==> src/rtl/voice_command_confirm.sv <==
// Debounces recognised voice commands: a code must repeat CONFIRM_COUNT times within a gap
// window before it is offered on a valid/ack handshake and held as a timed level.
module voice_command_confirm #(
    parameter int unsigned CONFIRM_COUNT = 2,
    parameter int unsigned WINDOW_CYCLES = 27000000,
    parameter int unsigned HOLD_CYCLES   = 54000000,
    parameter int unsigned CNT_W         = 26
) (
    input  logic       clock,
    input  logic       reset,
    input  logic       training_enable,
    input  logic [3:0] command,
    input  logic       cmd_ack,
    output logic [3:0] cmd_out,
    output logic       cmd_valid,
    output logic [3:0] active_cmd,
    output logic [7:0] overrun_count,
    output logic [7:0] reject_count
);

    localparam logic [CNT_W-1:0] WinLast  = CNT_W'(WINDOW_CYCLES - 1);
    localparam logic [CNT_W-1:0] HoldLast = CNT_W'(HOLD_CYCLES - 1);
    localparam logic [3:0]       HitsNeed = 4'(CONFIRM_COUNT);

    typedef enum logic [1:0] {StIdle, StCand, StPresent} state_e;

    state_e           state_q, state_d;
    logic [3:0]       cand_q, cand_d;
    logic [3:0]       hits_q, hits_d;
    logic [CNT_W-1:0] win_q, win_d;
    logic [CNT_W-1:0] hold_q, hold_d;
    logic [3:0]       cmd_out_q, cmd_out_d;
    logic             cmd_valid_q, cmd_valid_d;
    logic [3:0]       active_q, active_d;
    logic [7:0]       overrun_q, overrun_d;
    logic [7:0]       reject_q, reject_d;

    logic code_valid;
    logic confirm;

    always_comb begin
        state_d     = state_q;
        cand_d      = cand_q;
        hits_d      = hits_q;
        win_d       = win_q;
        hold_d      = hold_q;
        cmd_out_d   = cmd_out_q;
        cmd_valid_d = cmd_valid_q;
        active_d    = active_q;
        overrun_d   = overrun_q;
        reject_d    = reject_q;
        confirm     = 1'b0;
        code_valid  = (command >= 4'd4) && (command <= 4'd11);

        if (active_q != 4'd0) begin
            if (hold_q == HoldLast) begin
                active_d = 4'd0;
                hold_d   = '0;
            end else begin
                hold_d = hold_q + CNT_W'(1);
            end
        end

        case (state_q)
            StIdle: begin
                if (code_valid) begin
                    if (CONFIRM_COUNT == 1) begin
                        confirm = 1'b1;
                    end else begin
                        cand_d  = command;
                        hits_d  = 4'd1;
                        win_d   = '0;
                        state_d = StCand;
                    end
                end
            end
            StCand: begin
                win_d = win_q + CNT_W'(1);
                // A match on the timeout cycle still counts, so it is tested first.
                if (code_valid && command == cand_q) begin
                    if (hits_q + 4'd1 == HitsNeed) begin
                        confirm = 1'b1;
                    end else begin
                        hits_d = hits_q + 4'd1;
                        win_d  = '0;
                    end
                end else if (code_valid) begin
                    cand_d = command;
                    hits_d = 4'd1;
                    win_d  = '0;
                end else if (win_q == WinLast) begin
                    state_d  = StIdle;
                    cand_d   = 4'd0;
                    hits_d   = 4'd0;
                    win_d    = '0;
                    reject_d = (reject_q != 8'hFF) ? reject_q + 8'd1 : reject_q;
                end
            end
            StPresent: begin
                if (code_valid) begin
                    overrun_d = (overrun_q != 8'hFF) ? overrun_q + 8'd1 : overrun_q;
                end
                if (cmd_ack) begin
                    cmd_valid_d = 1'b0;
                    state_d     = StIdle;
                end
            end
            default: state_d = StIdle;
        endcase

        if (confirm) begin
            state_d     = StPresent;
            cmd_out_d   = command;
            cmd_valid_d = 1'b1;
            active_d    = command;
            hold_d      = '0;
            cand_d      = 4'd0;
            hits_d      = 4'd0;
            win_d       = '0;
        end

        if (training_enable) begin
            state_d     = StIdle;
            cmd_out_d   = cmd_out_q;
            cmd_valid_d = 1'b0;
            active_d    = 4'd0;
            cand_d      = 4'd0;
            hits_d      = 4'd0;
            win_d       = '0;
            hold_d      = '0;
            overrun_d   = overrun_q;
            reject_d    = reject_q;
        end
    end

    always_ff @(posedge clock) begin
        if (!reset) begin
            state_q     <= StIdle;
            cand_q      <= 4'd0;
            hits_q      <= 4'd0;
            win_q       <= '0;
            hold_q      <= '0;
            cmd_out_q   <= 4'd0;
            cmd_valid_q <= 1'b0;
            active_q    <= 4'd0;
            overrun_q   <= 8'd0;
            reject_q    <= 8'd0;
        end else begin
            state_q     <= state_d;
            cand_q      <= cand_d;
            hits_q      <= hits_d;
            win_q       <= win_d;
            hold_q      <= hold_d;
            cmd_out_q   <= cmd_out_d;
            cmd_valid_q <= cmd_valid_d;
            active_q    <= active_d;
            overrun_q   <= overrun_d;
            reject_q    <= reject_d;
        end
    end

    assign cmd_out       = cmd_out_q;
    assign cmd_valid     = cmd_valid_q;
    assign active_cmd    = active_q;
    assign overrun_count = overrun_q;
    assign reject_count  = reject_q;

endmodule

==> config.mk <==
export PLATFORM = sky130hd
export DESIGN_NAME = voice_command_confirm
export DESIGN_NICKNAME = d
export VERILOG_FILES = /design/src/rtl/voice_command_confirm.sv
export SDC_FILE = /design/constraint.sdc
export NUM_CORES = 1
export LEC_CHECK = 0
export ABC_AREA = 1
export CAP_MARGIN = 20
export CORE_MARGIN = 2
export CORE_UTILIZATION = 54
export CTS_CLUSTER_SIZE = 40
export DETAILED_ROUTE_END_ITERATION = 8
export PLACE_DENSITY = 0.8
export SLEW_MARGIN = 20
export SYNTH_ARGS = -nofsm -noshare
export SYNTH_HDL_FRONTEND = slang
export SYNTH_SLANG_ARGS = --single-unit
==> constraint.sdc <==
create_clock -name clock -period 1.6 [get_ports clock]
set_input_delay 0.16 -clock clock [delete_from_list [all_inputs] [get_ports clock]]
set_output_delay 0.16 -clock clock [all_outputs]
set_load 0.03 [all_outputs]
==> results of run 1 <==
==> path summary, 6_finish.rpt <==
path | depth (start not counted) | to | from | slack, ns
setup / recovery | 11 | win_q[1]$_SDFFE_PP0P_ | hits_q[0]$_SDFFE_PP0P_ | -0.16
hold / removal | 2 | overrun_count[4]$_SDFFE_PN0P_ | overrun_count[4]$_SDFFE_PN0P_ | 0.46
setup reg to reg | 11 | win_q[1]$_SDFFE_PP0P_ | hits_q[0]$_SDFFE_PP0P_ | -0.16
hold reg to reg | 2 | overrun_count[4]$_SDFFE_PN0P_ | overrun_count[4]$_SDFFE_PN0P_ | 0.46
==> cells in the mapped netlist (all sizes together) (4+ instances only) <==
cell    instances
a21oi          60
buf             8
clkbuf          4
dfxtp          87
ha              8
inv            95
nand2         218
nand3          67
nand3b          4
nand4          29
nor2          113
nor3           24
o21ai          27
or2             7
xnor2           9
xor2           15
==> power groups by stage <==
stage	Sequential [W]	Combinational, W	Clock, W
floorplan	0.00223	0.000186	0
detailed placement	0.00223	0.000347	0
global route	0.00218	0.000515	0.00173
CTS	0.00218	0.000369	0.00163
global placement	0.00223	0.000339	0
finish	0.00218	0.000493	0.00165
==> state kept, by name, indices dropped and copies added (netlist names) <==
signal / flops
overrun_count: 8
reject_count: 8
win_q: 26
hold_q: 26
state_q: 2
cmd_valid: 1
hits_q: 4
cand_q: 4
active_cmd: 4
cmd_out: 4
==> per-layer routing <==
layer | vias up | routed length (µm)
li1 | 2819 | -
met1 | 2849 | 6320
met2 | 412 | 8510
met3 | 117 | 1500
met4 | 0 | 879
met5 | - | 0
==> layout make-up <==
class / count / area share
inverters: 95 / 0.0516
well taps: 111 / 0.0193
clock inverters: 7 / 0.0109
repair buffers: 137 / 0.173
multi-input cells: 593 / 0.482
flip-flops and latches: 87 / 0.246
clock buffers: 9 / 0.0172
==> cell families (layout without fill, tap and decap cells) <==
logic type | Yosys count | after routing | synth area share
AO/OA/AOI/OAI | 92 | 92 | 0.0939
XOR/XNOR | 24 | 24 | 0.0412
adder cells (fa/ha/maj) | 8 | 8 | 0.0196
buffers and inverters | 107 | 248 | 0.0878
flip-flops | 87 | 87 | 0.341
AND/OR/NAND/NOR | 468 | 469 | 0.416
==> metrics by stage <==
step | util | worst slack (ns) | area (µm²)
after floorplan | - | 0.00134 | 5110
after global placement | 0.667 | -0.416 | 6130
after detailed placement | 0.667 | -0.480 | 6130
after CTS | 0.704 | -0.0774 | 6470
after global routing | 0.783 | -0.231 | 7200
final | 0.783 | -0.159 | 7200
==> worst reg2reg max path: cells and delay by family (launching register included) <==
kind / cells / cell delay (ns)
simple gates: 6 / 0.73
compound gates: 1 / 0.04
buf+inv: 4 / 0.47
flops: 1 / 0.42
==> repair_timing <==
item | 4_1_cts | 5_1_grt
cloned | 1 | 3
pin swaps | 13 | 47
setup buffers | 3 | 17
setup endpoints to repair | 76 | 94
endpoints found under the hold margin | 0 | 0
gates resized for setup | 47 | 152
==> results.md, run 1 <==
- Rel. slew slack: 0.769
- Core Region: between 9000 and 10,000 µm²
- Max IR drop VDD: approximately 0.54 mV
- Switching share of power: 0.281
- TNS Setup: -7.01 ns
- Mapped Cells: 786
- Setup Skew: around 0.020 ns
- Run status: finished, violations left
- Synthesized area: approximately 5100 µm²
- Crit-path max cell delay: ~0.42 ns
- Rows: 35
- Synthesized net count: roughly 800
- Final Slew Violations: 0
- Yosys top cell area share: 0.341
- Area grow syn2layout: 41.1%
- First-pass GRT wire length: ~23,000 µm
- Mapped Avg Cell Area: 6.49 µm²
- Vias in the first global route: ~5,300
- Met1 Use GR: 0.328
- CP Buf/Inv Count: 4
- CP arrival: 2.02 ns
- Drt drc: 0
- Register area: between 1500 and 2000 µm²
- Hold Worst Slack: between 0.4 and 0.5 ns
- FF+latch count, synth: a little under 90
- Starting density of the core: 0.555
- Crit start category: flip-flop
- Die height: around 100 µm
- CTS tree: built
- Tot Pwr: around 0.0043 W
- CTS clk-pin slew, worst paths: about 0.10 ns
- Hold Vio Cnt, Final: 0
- Clk Latency, worst-skew pair: between 0.3 and 0.4 ns
- Main area contributors after synthesis: dfxtp_1 34%, nand2_1 16%, nor2_1 7.1%
- HP Class: flip-flop to flip-flop
- Clk sinks: between 80 and 90
- Die X: 101 µm
- Largest net degree at the start of global routing: 17
- Number of CTS-inserted buffers: 9
- Critical Path End Type: flip-flop
- Peak Freq: 568 MHz
- DRT antenna net count: 0
- Cell family with most CP delay: simple AND/OR/NAND/NOR gates
- Cells along the critical path: buf_6 > nand3_1 > nand2_1 > nand2_2 > nor2_4 > inv_2 > nor2_4 > nor2_8 > inv_8 > clkbuf_16 > a21oi_1
- N_diodes: 0
- Die area: 10,200 µm²
- Post-route insts no fill: between 1,000 and 1,500
- Commonest non-fill, non-tap cell in the layout: nand2_1
- Cell mode on critical path: nor2_4
- Largest area contributor in the netlist: dfxtp_1
- Total number of vias: between 6,000 and 7,000
- Net switching power: roughly 0.0012 W
- WL final: about 17,000 µm
- RSZ-0062 raised after global routing: yes
- Mean routed wirelength per cell: approximately 17 µm
- Comb pwr share: 0.114
- I/O pin cnt: 33
- Met3 GRT Util: 0.0538
- Power density cells: between 600 and 700 nW/µm²
- Most Crowded Layer GR: met2
- Tightest Pin Transition: about 0.34 ns
- Synth cell types: 36
- Post-synth EDFFs: 0
- Number of port buffers: 32
- Root buf cell: clkbuf_8
- All-Layer GR Usage: 0.274
- Power share of the sequential group: 0.504
- H-tree levels: 3
- CP Max Fanout: 8
- Initial antenna violation count: 0
- Max cap viols: 0
- Final count of negative-setup-slack endpoints: 71
- CP max-delay cell: dfxtp_4
- DRT iter0 DRCs: around 670
- Commonest non-fill, non-tap cells in the layout: 196 x nand2_1, 90 x buf_4, 76 x inv_1
- CP required: between 1.5 and 2 ns
- Routability cong.: about 0.93
- DRT Pass-1 Iters: 6
- Tcrit/Tclk final: 1.10
- Final setup margin: -0.159 ns
- Cts hold-fix bufs: 0
- Nets: about 940
- Setup Crit Path Kind: flip-flop to flip-flop
- Most used flip-flop cell after synthesis: dfxtp_1
- Internal: between 0.003 and 0.004 W
- Clock Tree Buf Depth: 2
- GR Util met2: 0.482
- Leakage power: 2.93 nW
- Yosys warning total: 0
- Overflow after GRT: 0
- Fin crit period: 1.76 ns
- Synth async-reset ratio: 0
- Placed Cells: 999
- Via density: 5.96
- Layout cells sized above 1: 0.315
- Failing checks: setup timing
- DP HPWL: 9690 µm
- Clk pwr share: 0.382
- Seq/Total Area, Yosys: 0.341
- Layout fillers: between 500 and 600
- Area of the multi-input gates: between 3000 and 4000 µm²
No activity file was read; power rests on OpenSTA's default activity.
==> inputs of run 2 (changes only) <==
--- a/config.mk
+++ b/config.mk
@@ -7,7 +7,7 @@
 export LEC_CHECK = 0
 export ABC_AREA = 1
 export CAP_MARGIN = 20
-export CORE_MARGIN = 2
+export CORE_MARGIN = 4
 export CORE_UTILIZATION = 54
 export CTS_CLUSTER_SIZE = 40
 export DETAILED_ROUTE_END_ITERATION = 8
==> run 2 against run 1 <==
Net effect: the flow still finishes with violations (setup timing); critical path depth is 1 lower; clock skew is 0.0013 ns lower; sequential share of layout area is 0.20 points lower; total power is 4.6% higher; die area is 8.1% higher; core utilization is 0.16 points higher; final cell count is 0.77% higher; critical path type unchanged; critical endpoint is now hits_q[0]$_SDFFE_PP0P_; largest cell class unchanged.
==> results.md, run 2 (same netlist as run 1, synthesis figures left out) <==
- Run status: finished, violations left
- Failing checks: setup timing
- CP max-delay cell: dfxtp_1
- Initial antenna violation count: 0 (unchanged)
- DP HPWL: 9720 µm (+0.36%)
- CP arrival: 2.09 ns (+0.07 ns)
- Most Crowded Layer GR: met2
- Die area: 11,100 µm² (+8.1%)
- CP required: 1.91 ns (+0.05 ns)
- Nets: 929 (-1.1%)
- Final count of negative-setup-slack endpoints: 77 (+8.5%)
- Overflow after GRT: 0 (unchanged)
- First-pass GRT wire length: 24,400 µm (+6.1%)
- Hold Vio Cnt, Final: 0 (unchanged)
- HP Class: flip-flop to flip-flop
- Fin crit period: 1.78 ns (+0.0221 ns)
- Commonest non-fill, non-tap cells in the layout: 190 x nand2_1, 77 x inv_1, 75 x buf_4
- Critical Path End Type: flip-flop
- RSZ-0062 raised after global routing: yes
- Tot Pwr: 0.00452 W (+4.6%)
- Max IR drop VDD: 0.433 mV (-19%)
- I/O pin cnt: 33 (unchanged)
- Cell mode on critical path: nand2_1
- Starting density of the core: 0.552 (-0.00263)
- N_diodes: 0 (unchanged)
- Post-route insts no fill: 1,047 (+0.77%)
- Worst reg2reg path startpoint: win_q[20]$_SDFFE_PP0P_
- Power share of the sequential group: 0.483 (-0.021)
- Tcrit/Tclk final: 1.11 (+0.0138)
- CTS clk-pin slew, worst paths: 0.10 ns (about the same)
- WL final: 18,600 µm (+8.1%)
- CP Buf/Inv Count: 0 (-4)
- Hold Path Depth: 2 (unchanged)
- RR Endpoint: hits_q[0]$_SDFFE_PP0P_
- Number of port buffers: 32 (unchanged)
- CP Max Fanout: 7 (-1)
- Core Region: 9240 µm² (+0.48%)
- Layout cells sized above 1: 0.321 (+0.00670)
- Drt drc: 0 (unchanged)
- Leakage power: 2.95 nW (+0.48%)
- Total number of vias: 6,319 (+2.0%)
- GR Util met2: 0.452 (-0.0307)
- Cells along the critical path: nand2_1 > nor2_1 > nand2_1 > nor2_4 > nand2_4 > nand2_8 > nand3_4 > nand2_1 > nand2_1 > nor2_1
- Met3 GRT Util: 0.0401 (-0.0137)
- Final Slew Violations: 0 (unchanged)
- Vias in the first global route: 5,463 (+3.5%)
- Comb pwr share: 0.111 (-0.003)
- Power density cells: 624 nW/µm² (+3.8%)
- R2r setup slk: -0.18 ns (-0.02 ns)
- Clk sinks: 87 (unchanged)
- Area grow syn2layout: 42.1%
- Rel. slew slack: 0.779 (+0.0108)
- Hold path start: overrun_count[4]$_SDFFE_PN0P_
- DRT Pass-1 Iters: 7 (+1)
- CTS tree: built
- Cell family with most CP delay: simple AND/OR/NAND/NOR gates
- Max cap viols: 0 (unchanged)
- Hold EP: overrun_count[4]$_SDFFE_PN0P_
- Crit start category: flip-flop
- Mean routed wirelength per cell: 17.8 µm (+7.3%)
- Clk Latency, worst-skew pair: 0.38 ns (about the same)
- DRT antenna net count: 0 (unchanged)
- H-tree levels: 3 (unchanged)
- Routability cong.: 0.948 (+2.4%)
- All-Layer GR Usage: 0.261 (-0.0126)
- Clock Tree Buf Depth: 2 (unchanged)
- Setup Crit Path Kind: flip-flop to flip-flop
- Via density: 6.04 (+1.2%)
- Setup Skew: 0.0187 ns (-0.00127 ns)
- Die height: 105 µm (+4.0%)
- Root buf cell: clkbuf_8
- Met1 Use GR: 0.319 (-0.00983)
- Register area: 1770 µm² (-0.14%)
- Die X: 105 µm (+4.0%)
- Cts hold-fix bufs: 0 (unchanged)
- Area of the multi-input gates: 3530 µm² (+1.8%)
- Commonest non-fill, non-tap cell in the layout: nand2_1
- Number of CTS-inserted buffers: 9 (unchanged)
- DRT iter0 DRCs: 835 (+25%)
- R2R cell count: 10 (-1)
- Final setup margin: -0.181 ns (-0.0221 ns)
- Largest net degree at the start of global routing: 16 (-1)
- Peak Freq: 561 MHz (-1.2%)
- Placed Cells: 1,010 (+1.1%)
- Switching share of power: 0.269 (-0.0120)
- Internal: 0.00331 W (+6.3%)
- Clk pwr share: 0.406 (+0.024)
- Tightest Pin Transition: 0.330 ns (-0.0145 ns)
- Crit-path max cell delay: 0.36 ns (-0.06 ns)
- Top Registers: hold_q x26, win_q x26
- Layout fillers: 520 (-7.8%)
- Rows: 35 (unchanged)
- Net switching power: 0.00122 W (about the same)
-- run 2: routing by layer --
| metal | part of all wire | vias to the layer above | routed length, µm |
|---|---|---|---|
| met1 | 0.36 | 2824 | 6610 |
| li1 | - | 2788 | - |
| met4 | 0.079 | 0 | 1480 |
| met5 | 0 | - | 0 |
| met2 | 0.46 | 521 | 8640 |
| met3 | 0.10 | 186 | 1870 |
-- run 2: repair_timing --
item,in CTS,in global routing
gates cloned,3,4
pin swaps,19,32
endpoints found under the setup margin,75,93
resized for setup,68,148
buffers inserted,7,7
-- run 2: final cells by class --
| class | count | area share |
|---|---|---|
| clock buffers | 10 | 0.0190 |
| repair buffers | 125 | 0.163 |
| clock inverters | 6 | 0.0126 |
| flip-flops and latches | 87 | 0.244 |
| inverters | 95 | 0.0516 |
| well taps | 129 | 0.0223 |
| multi-input cells | 595 | 0.487 |
-- run 2: how the worst max path moves through the flow --
stage,cells after the start,to,startpoint,slack [ns]
floorplan,12,hold_q[25]$_SDFFE_PP0P_,hits_q[0]$_SDFFE_PP0P_,0.001
global placement,11,cand_q[3]$_SDFFE_PP0P_,command[2],-0.40
detailed placement,10,cand_q[0]$_SDFFE_PP0P_,command[2],-0.47
CTS,12,active_cmd[2]$_SDFFE_PP0P_,hits_q[1]$_SDFFE_PP0P_,-0.04
global route,11,hold_q[24]$_SDFFE_PP0P_,hold_q[1]$_SDFFE_PP0P_,-0.27
finish,10,hits_q[0]$_SDFFE_PP0P_,win_q[20]$_SDFFE_PP0P_,-0.18
-- run 2: per-stage QoR --
step	util	setup WS (ns)	setup TNS [ns]	hold WS [ns]	instance area, µm²
finish	0.784	-0.181	-9.52	0.472	7250
global route	0.784	-0.272	-16.52	0.499	7250
CTS	0.715	-0.0419	-0.129	0.479	6610
detailed placement	0.659	-0.465	-27.78	0.462	6090
global placement	0.659	-0.399	-25.16	0.453	6090
floorplan	-	0.00134	0	0.291	5110
-- run 2: power groups by stage --
stage                     clock network (W)  logic, W  registers (W)
after detailed placement                  0  0.000338        0.00223
after global routing                0.00190  0.000524        0.00219
after CTS                           0.00178  0.000383        0.00218
after floorplan                           0  0.000186        0.00223
after global placement                    0  0.000331        0.00223
final                               0.00184  0.000502        0.00219
-- run 2: worst reg2reg max path, cell delays in order, from the launching register on --
cell and delay [ns]:
dfxtp_1 0.36, nand2_1 0.09, nor2_1 0.28, nand2_1 0.15, nor2_4 0.15, nand2_4 0.10
nand2_8 0.16, nand3_4 0.16, nand2_1 0.13, nand2_1 0.06, nor2_1 0.09
==> inputs of run 3 (changes only) <==
--- a/config.mk
+++ b/config.mk
@@ -6,13 +6,12 @@
 export NUM_CORES = 1
 export LEC_CHECK = 0
 export ABC_AREA = 1
-export CAP_MARGIN = 20
 export CORE_MARGIN = 4
 export CORE_UTILIZATION = 54
 export CTS_CLUSTER_SIZE = 40
 export DETAILED_ROUTE_END_ITERATION = 8
+export MAX_ROUTING_LAYER = met4
 export PLACE_DENSITY = 0.8
-export SLEW_MARGIN = 20
 export SYNTH_ARGS = -nofsm -noshare
 export SYNTH_HDL_FRONTEND = slang
 export SYNTH_SLANG_ARGS = --single-unit
==> run 3 against run 2 <==
Net effect: the run ends with DRC, setup timing left; critical endpoint is now cand_q[1]$_SDFFE_PP0P_; final cell count grew 1.2%; highest routed layer unchanged; register-to-register slack worse by 0.09 ns; final area up 1.6%; core utilization increased by 1.2 points; clock power decreased by 8%; sequential share of layout area down 0.41 points; largest cell class unchanged; combinational power up 6.6%; first-iteration DRC count grew 15%; via count rose by 6.2%; routed wire length is 12% higher; count of clock-buffer cells in the layout unchanged; worst hold slack got worse by 0.11 ns.
==> results.md, run 3 (same netlist as run 1, synthesis figures left out) <==
- Run status: finished, violations left
- Failing checks: DRC, setup timing
- Cells along the critical path: ha_4 > nand2_4 > nor2_4 > nand2_4 > buf_6 > nor2_4 > nand3b_1 > nand2_2 > nand3_2 > nand2_1 > nor2_1
- Hold EP: cmd_out[3]$_SDFFE_PN0P_
- Crit-path max cell delay: 0.37 ns (about the same)
- Pre-CTS setup slack: -0.481 ns (-0.0157 ns)
- Max cap viols: 0 (unchanged)
- Die X: 105 µm (unchanged)
- I/O pin cnt: 33 (unchanged)
- Peak Freq: 533 MHz (-5.0%)
- Final Slew Violations: 0 (unchanged)
- Tot Pwr: 0.00443 W (-2.2%)
- R2r setup slk: -0.27 ns (-0.09 ns)
- DRT antenna net count: 0 (unchanged)
- Routability cong.: 0.948 (about the same)
- Layout cells sized above 1: 0.336 (+0.0148)
- CTS clk-pin slew, worst paths: 0.10 ns (about the same)
- Max IR drop VDD: 0.482 mV (+11%)
- DRT Pass-1 Iters: 9 (+2)
- Mean routed wirelength per cell: 19.7 µm (+11%)
- RR Endpoint: cand_q[1]$_SDFFE_PP0P_
- Rows: 35 (unchanged)
- Clock Tree Buf Depth: 2 (unchanged)
- CTS tree: built
- Initial antenna violation count: 0 (unchanged)
- Rel. slew slack: 0.776 (-0.00374)
- Leakage power: 2.91 nW (-1.2%)
- Commonest non-fill, non-tap cell in the layout: nand2_1
- CP max-delay cell: dfxtp_2
- Total number of vias: 6,712 (+6.2%)
- Die area: 11,100 µm² (unchanged)
- Via density: 6.33 (+4.9%)
- RSZ-0062 raised after global routing: yes
- Largest net degree at the start of global routing: 21 (+5)
- Final setup margin: -0.275 ns (-0.0933 ns)
- Hold Vio Cnt, Final: 0 (unchanged)
- Clk Latency, worst-skew pair: 0.39 ns (about the same)
- First-pass GRT wire length: 25,400 µm (+4.2%)
- Number of CTS-inserted buffers: 9 (unchanged)
- Nets: 942 (+1.4%)
- Commonest non-fill, non-tap cells in the layout: 179 x nand2_1, 87 x buf_4, 77 x inv_1
- R2R cell count: 11 (+1)
- Top Registers: hold_q x26, win_q x26
- Setup Crit Path Kind: flip-flop to flip-flop
- Core Region: 9240 µm² (unchanged)
- HP Class: input port to flip-flop
- Drt drc: 42 (+42)
- Fin crit period: 1.87 ns (+0.0933 ns)
- CP required: 1.88 ns (-0.03 ns)
- Crit start category: flip-flop
- Cell family with most CP delay: simple AND/OR/NAND/NOR gates
- WL final: 20,900 µm (+12%)
- Area grow syn2layout: 44.3%
- Hold Path Depth: 4 (+2)
- H-tree levels: 3 (unchanged)
- DRT iter0 DRCs: 959 (+15%)
- CP Max Fanout: 5 (-2)
- All-Layer GR Usage: 0.283 (+0.0214)
- Number of port buffers: 32 (unchanged)
- CP arrival: 2.16 ns (+0.07 ns)
- Die height: 105 µm (unchanged)
- Critical Path End Type: flip-flop
- Clk sinks: 87 (unchanged)
- Overflow after GRT: 0 (unchanged)
- Root buf cell: clkbuf_8
- CP Buf/Inv Count: 1 (+1)
- Vias in the first global route: 5,610 (+2.7%)
- Tcrit/Tclk final: 1.17 (+0.0583)
- N_diodes: 0 (unchanged)
- Worst reg2reg path startpoint: win_q[0]$_SDFFE_PP0P_
- Hold path start: command[3]
- Tightest Pin Transition: 0.335 ns (+0.00540 ns)
- Setup Skew: 0.0164 ns (-0.00223 ns)
- Final count of negative-setup-slack endpoints: 78 (+1.3%)
- DP HPWL: 9770 µm (+0.44%)
- Power density cells: 601 nW/µm² (-3.7%)
- Starting density of the core: 0.552 (unchanged)
==> run 3: cell types whose count changed in the layout (fill, tap and decap cells not counted), moves of 8 or more <==
cell / change
a21oi_1: +17
a21oi_2: -19
buf_4: +12
nand3_1: -10
nand2_2: +11
nand3_2: +8
nand2_1: -11
==> run 3: what timing repair did <==
action,4_1_cts,5_1_grt
resized for setup,85,130
cloned,4,4
hold buffers,0,0
setup endpoints to repair,68,89
pin swaps,37,38
buffers inserted,14,9
hold endpoints to repair,0,0
==> run 3: worst max path at each step <==
stage / start / end / slack, ns / cells past startpoint
3_3_place_gp: command[2] / cand_q[2]$_SDFFE_PP0P_ / -0.40 / 11
2_1_floorplan: hits_q[0]$_SDFFE_PP0P_ / hold_q[25]$_SDFFE_PP0P_ / 0.001 / 12
4_1_cts: win_q[1]$_SDFFE_PP0P_ / win_q[10]$_SDFFE_PP0P_ / -0.06 / 11
3_5_place_dp: command[2] / cand_q[2]$_SDFFE_PP0P_ / -0.48 / 11
5_1_grt: win_q[7]$_SDFFE_PP0P_ / reject_count[3]$_SDFFE_PN0P_ / -0.39 / 9
6_report: win_q[0]$_SDFFE_PP0P_ / cand_q[1]$_SDFFE_PP0P_ / -0.27 / 11
==> run 3: per-stage QoR <==
stage,util,instance area (µm²),hold slack [ns],setup TNS (ns),cells
after floorplan,-,5110,0.291,0,786
after global placement,0.661,6110,0.453,-25.21,1013
after detailed placement,0.661,6110,0.454,-29.85,1013
after CTS,0.730,6750,0.356,-0.666,1047
after global routing,0.797,7360,0.400,-20.02,1060
final,0.797,7360,0.363,-12.94,1060
==> run 3: final cells by class <==
class | instances | area, µm²
sequential | 87 | 1770
tap | 129 | 161
timing repair buffer | 137 | 1260
inverter | 95 | 369
clock inverter | 6 | 67.6
fill | 489 | 1880
multi-input combinational | 596 | 3590
clock buffer | 10 | 138
==> run 3: power by group <==
part / switching [W] / total (W) / internal [W]
clock network: 0.000932 / 0.00170 / 0.000771
logic: 0.000318 / 0.000535 / 0.000217
registers: 0.0000160 / 0.00219 / 0.00217
==> run 3: per-layer routing <==
layer,part of all wire,global-route usage
met1,0.34,0.320
met3,0.12,0.0476
met5,0,-
met2,0.45,0.483
met4,0.092,0.135
==> run 3: worst min-delay path, cell delays in order <==
cell and delay (ns):
dlygate4sd2_1 0.27, buf_4 0.16, nor2_1 0.05, nor2_1 0.08
